--- config.mk ---
export PLATFORM = sky130hd
export DESIGN_NAME = mc_wb_arb
export DESIGN_NICKNAME = d
export VERILOG_FILES = /design/src/rtl/mc_wb_arb_pkg.sv /design/src/rtl/mc_wb_arb_rr_pick.sv /design/src/rtl/mc_wb_arb.sv
export SDC_FILE = /design/constraint.sdc
export NUM_CORES = 1
export LEC_CHECK = 0
export CAP_MARGIN = 20
export CORE_AREA = 2 2 169 171
export CTS_BUF_LIST = sky130_fd_sc_hd__clkbuf_4
export CTS_CLUSTER_SIZE = 24
export DETAILED_ROUTE_END_ITERATION = 7
export DIE_AREA = 0 0 171 173
export PLACE_DENSITY = 0.55
export SLEW_MARGIN = 20
export SYNTH_ARGS = -nofsm -noshare
export SYNTH_HDL_FRONTEND = slang
export SYNTH_HIERARCHICAL = 1
export SYNTH_SLANG_ARGS = --single-unit
--- constraint.sdc ---
create_clock -name clk_i -period 3.33 [get_ports clk_i]
set_clock_uncertainty 0.2 [all_clocks]
set_input_delay 0.333 -clock clk_i [delete_from_list [all_inputs] [get_ports clk_i]]
set_output_delay 0.333 -clock clk_i [all_outputs]
set_load 0.01 [all_outputs]
--- src/rtl/mc_wb_arb_pkg.sv ---
// mc_wb_arb_pkg: shared FSM encoding, watchdog default and index-width helper for the WISHBONE arbiter
package mc_wb_arb_pkg;
  typedef enum logic [1:0] {
    ARB_IDLE  = 2'd0,
    ARB_GRANT = 2'd1,
    ARB_ABORT = 2'd2
  } arb_state_e;
  localparam int ARB_TO_DEF = 256;
  function automatic int idx_w(input int n);
    return n > 1 ? $clog2(n) : 1;
  endfunction
endpackage

--- src/rtl/mc_wb_arb_rr_pick.sv ---
// mc_wb_arb_rr_pick: combinational round-robin picker; req_i requests, last_i previous winner, onehot_o winner, valid_o any request
module mc_wb_arb_rr_pick
  import mc_wb_arb_pkg::*;
#(
  parameter int NM = 4,
  localparam int IW = idx_w(NM)
) (
  input  logic [NM-1:0] req_i,
  input  logic [IW-1:0] last_i,
  output logic [NM-1:0] onehot_o,
  output logic          valid_o
);
  logic [IW-1:0] k;
  always_comb begin
    onehot_o = '0;
    k = '0;
    for (int i = 1; i <= NM; i++) begin
      k = IW'((int'(last_i) + i) % NM);
      if (req_i[k] && onehot_o == '0) onehot_o[k] = 1'b1;
    end
  end
  assign valid_o = |req_i;
endmodule

--- src/rtl/mc_wb_arb.sv ---
// mc_wb_arb: round-robin WISHBONE arbiter with burst-atomic grants and watchdog abort; m_* master side, s_* controller side, gnt_o/busy_o status
module mc_wb_arb
  import mc_wb_arb_pkg::*;
#(
  parameter int NM     = 4,
  parameter int TO_CYC = ARB_TO_DEF,
  parameter int TO_W   = 9
) (
  input  logic              clk_i,
  input  logic              rst_ni,
  input  logic [NM-1:0]     m_cyc_i,
  input  logic [NM-1:0]     m_stb_i,
  input  logic [NM-1:0]     m_we_i,
  input  logic [4*NM-1:0]   m_sel_i,
  input  logic [32*NM-1:0]  m_addr_i,
  input  logic [32*NM-1:0]  m_data_i,
  output logic [31:0]       m_data_o,
  output logic [NM-1:0]     m_ack_o,
  output logic [NM-1:0]     m_err_o,
  output logic              s_cyc_o,
  output logic              s_stb_o,
  output logic              s_we_o,
  output logic [3:0]        s_sel_o,
  output logic [31:0]       s_addr_o,
  output logic [31:0]       s_data_o,
  input  logic [31:0]       s_data_i,
  input  logic              s_ack_i,
  input  logic              s_err_i,
  output logic [NM-1:0]     gnt_o,
  output logic              busy_o
);
  localparam int IW = idx_w(NM);
  localparam logic [TO_W-1:0] LIM = TO_W'(TO_CYC > 0 ? TO_CYC - 1 : 0);
  arb_state_e      state_q;
  logic [NM-1:0]   gnt_q;
  logic [IW-1:0]   last_q;
  logic [TO_W-1:0] wdog_q;
  logic [NM-1:0]   pick_oh;
  logic            pick_v;
  logic [IW-1:0]   pick_idx;
  logic            act, own_cyc, own_stb, cnt_en, to_hit;
  logic [3:0]      sel_mux;
  logic [31:0]     addr_mux, data_mux;
  mc_wb_arb_rr_pick #(.NM(NM)) u_pick (
    .req_i   (m_cyc_i),
    .last_i  (last_q),
    .onehot_o(pick_oh),
    .valid_o (pick_v)
  );
  assign act     = state_q == ARB_GRANT;
  assign own_cyc = |(gnt_q & m_cyc_i);
  assign own_stb = |(gnt_q & m_stb_i);
  // The watchdog only runs while the owner strobes and the slave stays silent.
  assign cnt_en  = (TO_CYC != 0) && act && own_cyc && own_stb && !s_ack_i && !s_err_i;
  assign to_hit  = cnt_en && wdog_q == LIM;
  // gnt_q is one-hot or zero, so an AND-OR mux yields all-zero payload when idle.
  always_comb begin
    pick_idx = '0;
    sel_mux  = '0;
    addr_mux = '0;
    data_mux = '0;
    for (int i = 0; i < NM; i++) begin
      if (pick_oh[i]) pick_idx = IW'(i);
      sel_mux  |= m_sel_i[4*i +: 4] & {4{gnt_q[i]}};
      addr_mux |= m_addr_i[32*i +: 32] & {32{gnt_q[i]}};
      data_mux |= m_data_i[32*i +: 32] & {32{gnt_q[i]}};
    end
  end
  assign s_cyc_o  = act & own_cyc;
  assign s_stb_o  = act & own_stb;
  assign s_we_o   = |(gnt_q & m_we_i);
  assign s_sel_o  = sel_mux;
  assign s_addr_o = addr_mux;
  assign s_data_o = data_mux;
  assign m_data_o = s_data_i;
  assign m_ack_o  = act ? gnt_q & {NM{s_ack_i}} : '0;
  assign m_err_o  = act ? gnt_q & {NM{s_err_i | to_hit}} : '0;
  assign gnt_o    = gnt_q;
  assign busy_o   = state_q != ARB_IDLE;
  always_ff @(posedge clk_i or negedge rst_ni) begin
    if (!rst_ni) begin
      state_q <= ARB_IDLE;
      gnt_q   <= '0;
      last_q  <= IW'(NM - 1);
      wdog_q  <= '0;
    end else begin
      wdog_q <= cnt_en ? (wdog_q == LIM ? wdog_q : wdog_q + 1'b1) : '0;
      case (state_q)
        ARB_IDLE: if (pick_v) begin
          state_q <= ARB_GRANT;
          gnt_q   <= pick_oh;
          last_q  <= pick_idx;
        end
        // Release outranks the watchdog; ABORT holds the grant until the owner lets go.
        ARB_GRANT: if (!own_cyc) begin
          state_q <= ARB_IDLE;
          gnt_q   <= '0;
        end else if (to_hit) state_q <= ARB_ABORT;
        ARB_ABORT: if (!own_cyc) begin
          state_q <= ARB_IDLE;
          gnt_q   <= '0;
        end
        default: begin
          state_q <= ARB_IDLE;
          gnt_q   <= '0;
        end
      endcase
    end
  end
endmodule

### Yosys cells after proc, flatten, opt, wreduce, memory -nomap -nowiden

Cells that the tools add are included.

| storage, ports and cells | value |
|---|---|
| register bits | 17 |
| bits in latches | 0 |
| memory bits (writable) | 0 |
| bits in read-only memories | 0 |
| input port bits | 320 |
| output and inout port bits | 116 |
| memories kept | 0 |

| operators by class | value |
|---|---|
| $add $sub $neg | 5 |
| multipliers | 0 |
| div/mod/pow operators | 0 |
| magnitude comparators | 8 |
| eq/ne operators | 8 |
| shifts and indexed selects | 0 |
| muxes and demuxes | 35 |
| bitwise operators | 32 |
| reduce and logical (&&, ||, !) cells | 27 |

Operator list:

| cell | number |
|---|---|
| $and A32 B32 Y32 | 8 |
| $or A32 B32 Y32 | 6 |
| $and A4 B4 Y4 | 9 |
| $mux W4 | 8 |
| $or A4 B4 Y4 | 6 |
| $mux W9 | 2 |
| $reduce_or A4 Y1 | 4 |
| $logic_and A1 B1 Y1 | 12 |
| $logic_not A4 Y1 | 3 |
| $lt A2 B3 Y1 const B | 4 |
| $mux W2 | 6 |
| $add A9 B1 Y9 const B | 1 |
| $eq A9 B8 Y1 const B | 1 |
| $mux W1 | 9 |
| $bmux W1 S2 | 4 |
| $demux W1 S2 | 4 |
| $ge A2 B1 Y1 const B | 4 |
| $ne A2 B2 Y1 const B | 4 |
| $pmux W4 S2 | 1 |
| $pmux W2 S3 | 1 |
| $add A2 B1 Y2 const B | 2 |
| $add A2 B2 Y2 const B | 2 |
| $reduce_and A2 Y1 | 2 |
| $ne A3 B2 Y1 const B | 1 |
| 9 further kinds | 11 |

### Longest topological paths before layout

| depth | value |
|---|---|
| word-level depth | 18 |
| mapped depth | 11 |
| mapped depth without buffers | 10 |

### Hierarchy

Netlist, hierarchy kept.

By module, submodules not included:

| module | instances | cells each | area each (sq um) |
|---|---|---|---|
| mc_wb_arb | 1 | 376 | 2661.3 |
| mc_wb_arb_rr_pick | 1 | 55 | 501.7 |

### Least setup slack after synthesis

Ideal clock, no wire load.

| timing | value |
|---|---|
| path kind | flip-flop to flip-flop |
| start point | register last_q[0] |
| end point | register last_q[0] |
| setup time | 0.085 ns |
| arrival time | 2.643 ns |
| data required time | 3.045 ns |
| path slack | 0.402 ns |
| stages on the path, launching flop included | 11 |
| path buffers | 0 |
| cell sequence | dfstp_2 -> inv_1 -> ha_1 -> mux2_2 -> and3_1 -> o31ai_4 -> nand3_2 -> o41ai_2 -> inv_1 -> a21oi_1 -> o21ai_0 |

RTL lines:

| what | RTL line | text |
|---|---|---|
| from (decl) | mc_wb_arb.sv:36 | `logic [IW-1:0] last_q;` |
| from (signal assigned) | mc_wb_arb.sv:84 | `last_q <= IW'(NM - 1);` |
| from (signal assigned) | mc_wb_arb.sv:92 | `last_q <= pick_idx;` |
| $add A2 B1 Y2 | mc_wb_arb_rr_pick.sv:18 | `k = IW'((int'(last_i) + i) % NM);` |
| $lt A2 B3 Y1 (implied by the code) / $ge A2 B1 Y1 (equally long branches) | mc_wb_arb_rr_pick.sv:19 | `if (req_i[k] && onehot_o == '0) onehot_o[k] = 1'b1;` |
| $logic_and A1 B1 Y1 (implied by the code) | mc_wb_arb_rr_pick.sv:19 |  |
| $mux W1 (implied by the code) | mc_wb_arb_rr_pick.sv:19 |  |
| $demux W1 S2 | -- |  |
| $mux W4 | mc_wb_arb_rr_pick.sv:19 |  |
| $logic_not A4 Y1 | mc_wb_arb_rr_pick.sv:19 |  |
| $logic_and A1 B1 Y1 | mc_wb_arb_rr_pick.sv:19 |  |
| $mux W4 | mc_wb_arb_rr_pick.sv:19 |  |
| $logic_not A4 Y1 | mc_wb_arb_rr_pick.sv:19 |  |
| $logic_and A1 B1 Y1 | mc_wb_arb_rr_pick.sv:19 |  |
| $mux W4 | mc_wb_arb_rr_pick.sv:19 |  |
| $logic_not A4 Y1 | mc_wb_arb_rr_pick.sv:19 |  |
| $logic_and A1 B1 Y1 | mc_wb_arb_rr_pick.sv:19 |  |
| $mux W4 * | mc_wb_arb_rr_pick.sv:19 |  |
| net pick_oh[2] | mc_wb_arb.sv:38 | `logic [NM-1:0] pick_oh;` |
| $mux W2 * (2 in series) | mc_wb_arb.sv:63 | `if (pick_oh[i]) pick_idx = IW'(i);` |

Mark *: on every way through the listed nets, which the timed path passes. The rest lies on a longest branch. The select of a mux whose other input is x is not followed.
A chain may end at the register's enable or synchronous reset.

### Worst setup path in the final report

| timing | value |
|---|---|
| start point | register last_q[1] |
| end point | register last_q[0] |

The elaborated chain is that of the path after synthesis.

==> metrics.txt <==
# TYPE chip_impl_metric gauge
chip_impl_metric{name="track_usage",unit=""} 0.115
chip_impl_metric{name="dieWidth",unit="um"} 171
chip_impl_metric{name="final_hold_viol_count",unit=""} 0
chip_impl_metric{name="core_rows",unit=""} 61
chip_impl_metric{name="setup_total_negative_slack",unit="ns"} 0
chip_impl_metric{name="final-setup-viol-count",unit=""} 0
chip_impl_metric{name="final_critical_path_setup_slack",unit="ns"} 0.200
chip_impl_info{name="synth_largest_area_cell",value="sky130_fd_sc_hd__a22oi_1"} 1
chip_impl_metric{name="drive_gt1_frac",unit=""} 0.0468
chip_impl_metric{name="synth_edf_count",unit=""} 0
chip_impl_info{name="yosys_most_used_dff",value="sky130_fd_sc_hd__dfrtp_1"} 1
chip_impl_info{name="run_status",value="completed"} 1
chip_impl_metric{name="holdWs",unit="ns"} 0.300
chip_impl_metric{name="detailedPlacementHpwl",unit="mm"} 15.1
chip_impl_metric{name="core-area",unit="um^2"} 27600
chip_impl_metric{name="ys_seq_area_frac",unit=""} 0.135
chip_impl_metric{name="antenna_found_initial",unit=""} 0
chip_impl_metric{name="post-route-drc-count",unit=""} 0
chip_impl_metric{name="grt_pass1_vias",unit=""} 4653
chip_impl_metric{name="post_layout_minimum_cycle_time",unit="ns"} 3.13
chip_impl_metric{name="layout.nets",unit=""} 1083
chip_impl_metric{name="cts.reportedPaths.clkPinSlew",unit="ns"} 0.11
chip_impl_metric{name="leakage",unit="nW"} 2.71
chip_impl_metric{name="global_route_wire_length_before_repair",unit="mm"} 26.4
chip_impl_metric{name="maximum_achievable_frequency",unit="GHz"} 0.320
chip_impl_metric{name="globalRouteOverflowTotal",unit=""} 0
chip_impl_metric{name="fp.dieH",unit="um"} 173
chip_impl_info{name="most-common-layout-cells",value="371 x sky130_fd_sc_hd__clkdlybuf4s50_1, 142 x sky130_fd_sc_hd__a22oi_1, 85 x sky130_fd_sc_hd__nand2_1"} 1
chip_impl_info{name="tritoncts",value="done"} 1
chip_impl_info{name="worst_setup_path_end_kind",value="flop"} 1
chip_impl_metric{name="ys_async_sr_fraction",unit=""} 1.00
chip_impl_metric{name="timing_worst_slew_pin_value",unit="ns"} 0.834
chip_impl_metric{name="antenna_cells",unit=""} 0
chip_impl_metric{name="post_cts_buffers",unit=""} 0
chip_impl_metric{name="numCtsBuffers",unit=""} 3
chip_impl_metric{name="boundaryPins",unit=""} 436
chip_impl_metric{name="drt_first_iter_violations",unit=""} 309
chip_impl_metric{name="vdd_ir_drop_max",unit="mV"} 0.248
chip_impl_metric{name="netlist_instances",unit=""} 431
chip_impl_metric{name="cp.arrival",unit="ns"} 3.16
chip_impl_metric{name="synth-seq-cells",unit=""} 17
chip_impl_metric{name="post_synth_instance_area",unit="um^2"} 3160
chip_impl_metric{name="buffer_ports.inserted",unit=""} 371
chip_impl_metric{name="post_drt_wl_per_cell",unit="um"} 16.8
chip_impl_metric{name="hold_fix_buffer_count_after_cts",unit=""} 0
chip_impl_metric{name="post_cts_resized",unit=""} 0
chip_impl_info{name="timing.setup.critical_path_class",value="flop to flop"} 1
chip_impl_metric{name="postSynthNetCount",unit=""} 765
chip_impl_metric{name="layout-area-overhead-vs-synth",unit="%"} 124
chip_impl_metric{name="final_max_slew_viol_count",unit=""} 0
chip_impl_metric{name="yosys.cell_types.count",unit=""} 48
chip_impl_metric{name="synthDominantCellAreaShare",unit=""} 0.337
chip_impl_info{name="cts_root_buffer",value="sky130_fd_sc_hd__clkbuf_4"} 1
chip_impl_metric{name="floorplan.initialDensity",unit=""} 0.114
chip_impl_info{name="grt_setup_unrepaired",value="no"} 1
chip_impl_metric{name="layout_worst_path_cycle_share",unit=""} 0.940
chip_impl_metric{name="antenna_violating_nets_post_route",unit=""} 0
chip_impl_metric{name="max_buffers_root_to_sink",unit=""} 2
chip_impl_metric{name="drt_total_wl",unit="mm"} 18.9
chip_impl_metric{name="vias_per_cell",unit=""} 4.16
chip_impl_metric{name="clkSinkCount",unit=""} 17
chip_impl_metric{name="worstPathMaxFanout",unit=""} 8
chip_impl_metric{name="avgSynthCellArea",unit="um^2"} 7.34
chip_impl_metric{name="timing.max_slew.rel_slack",unit=""} 0.442
chip_impl_metric{name="globalplace.congestion",unit=""} 0.789
chip_impl_metric{name="required_worst_endpoint",unit="ns"} 3.36
chip_impl_metric{name="clock_insertion_delay_worst_skew",unit="ns"} 0.30
chip_impl_metric{name="power_per_cell_area",unit="nW/um^2"} 493
chip_impl_metric{name="design.die.area",unit="um^2"} 29600
chip_impl_metric{name="drt_first_pass_iters",unit=""} 5
chip_impl_metric{name="ctsHtreeMaxLevel",unit=""} 1
chip_impl_metric{name="num_vias",unit=""} 4686
chip_impl_info{name="start_kind",value="flop"} 1
chip_impl_metric{name="yosysWarnings",unit=""} 6
chip_impl_metric{name="place_ws",unit="ns"} 0.224
chip_impl_info{name="layout.cells.most_common",value="sky130_fd_sc_hd__clkdlybuf4s50_1"} 1
chip_impl_metric{name="cap_violations",unit=""} 0
chip_impl_metric{name="layout.core_utilization",unit=""} 0.257
chip_impl_metric{name="maximum_number_of_pins_on_one_net_before_global_route_repair",unit=""} 73
chip_impl_info{name="synth_top_cells_by_area",value="sky130_fd_sc_hd__a22oi_1 34%, sky130_fd_sc_hd__dfrtp_1 12%, sky130_fd_sc_hd__nand2_1 10%, sky130_fd_sc_hd__buf_4 7.8%, sky130_fd_sc_hd__ha_1 5.5%"} 1
chip_impl_info{name="min_path_type",value="primary input to asynchronous set/reset pin"} 1
-- where the power goes --
| group | switching, mW | total, mW | internal, mW |
|---|---|---|---|
| clock network | 0.0700 | 0.115 | 0.0447 |
| registers | 0.0755 | 0.330 | 0.255 |
| logic | 1.45 | 3.06 | 1.61 |
-- Yosys cell counts (3+ instances only) --
master,instances
sky130_fd_sc_hd__o21ai_0,4
sky130_fd_sc_hd__nand4_1,3
sky130_fd_sc_hd__and3_1,9
sky130_fd_sc_hd__buf_1,11
sky130_fd_sc_hd__mux2_2,3
sky130_fd_sc_hd__a21oi_1,6
sky130_fd_sc_hd__xnor2_1,4
sky130_fd_sc_hd__dfrtp_1,15
sky130_fd_sc_hd__nor2_1,22
sky130_fd_sc_hd__nand3_1,5
sky130_fd_sc_hd__clkbuf_1,18
sky130_fd_sc_hd__nand2_1,85
sky130_fd_sc_hd__a22oi_1,142
sky130_fd_sc_hd__a22o_1,4
sky130_fd_sc_hd__xor2_1,3
sky130_fd_sc_hd__ha_1,14
sky130_fd_sc_hd__inv_1,8
sky130_fd_sc_hd__mux2i_1,3
sky130_fd_sc_hd__buf_2,4
sky130_fd_sc_hd__buf_4,33
-- path summary, 6_finish.rpt --
path                                       startpoint                endpoint  slack, ns  depth (start not counted)
worst max-delay path            last_q[1]$_DFFE_PN1P_   last_q[0]$_DFFE_PN1P_       0.20                         10
min in group clk_i              wdog_q[8]$_DFFE_PN0N_   wdog_q[8]$_DFFE_PN0N_       0.32                          2
worst min register to register  wdog_q[8]$_DFFE_PN0N_   wdog_q[8]$_DFFE_PN0N_       0.32                          2
worst min-delay path                           rst_ni  state_q[0]$_DFFE_PN0P_       0.30                          1
worst max register to register  last_q[1]$_DFFE_PN1P_   last_q[0]$_DFFE_PN1P_       0.20                         10
max in group asynchronous                      rst_ni    gnt_o[2]$_DFFE_PN0P_       2.06                          1
-- critical path, cell delays in order, from the launching register on --
cell and delay [ns]:
sky130_fd_sc_hd__dfstp_2 0.64, sky130_fd_sc_hd__inv_1 0.12, sky130_fd_sc_hd__ha_1 0.35, sky130_fd_sc_hd__mux2_2 0.37, sky130_fd_sc_hd__and3_1 0.21, sky130_fd_sc_hd__o31ai_4 0.27, sky130_fd_sc_hd__nand3_2 0.13, sky130_fd_sc_hd__o41ai_2 0.49
sky130_fd_sc_hd__inv_1 0.08, sky130_fd_sc_hd__a21oi_1 0.13, sky130_fd_sc_hd__o21ai_0 0.08
-- cell type report --
type / instances / area (um^2)
Multi-Input combinational cell: 339 / 2320
Sequential cell: 17 / 433
Clock inverter: 1 / 5.00
Timing Repair Buffer: 380 / 3820
Inverter: 8 / 30.0
Clock buffer: 3 / 22.5
Tap cell: 378 / 473
Fill cell: 3021 / 20500
-- state kept, by name (all words and copies together) (netlist names) --
register,cells
gnt_o,4
state_q,2
wdog_q,9
last_q,2
-- routing by layer --
layer / GRT usage / share of wire / vias up
met1: 0.132 / 0.39 / 2117
met3: 0.0362 / 0.11 / 14
met4: 0.0148 / 0.011 / 0
met5: 0 / 0 / -
li1: - / - / 2245
met2: 0.210 / 0.49 / 310
-- kinds of logic (layout without fill, tap and decap cells) --
kind of cell / count (synthesis) / after routing / share of synthesized area
multiplexers: 10 / 10 / 0.0463
adder cells (fa/ha/maj): 14 / 14 / 0.0554
XOR/XNOR: 7 / 7 / 0.0194
flip-flops: 17 / 17 / 0.135
AND/OR/NAND/NOR: 134 / 134 / 0.185
AO/OA/AOI/OAI: 174 / 174 / 0.426
buffers and inverters: 75 / 392 / 0.132
-- per-stage QoR --
step	area, um^2	instances	power [mW]
global placement	7070	1122	3.39
global route	7100	1126	3.78
CTS	7100	1126	3.52
finish	7100	1126	3.50
floorplan	3160	431	1.88
detailed placement	7070	1122	3.39
Note: power is estimated with default switching activity, not from simulation.
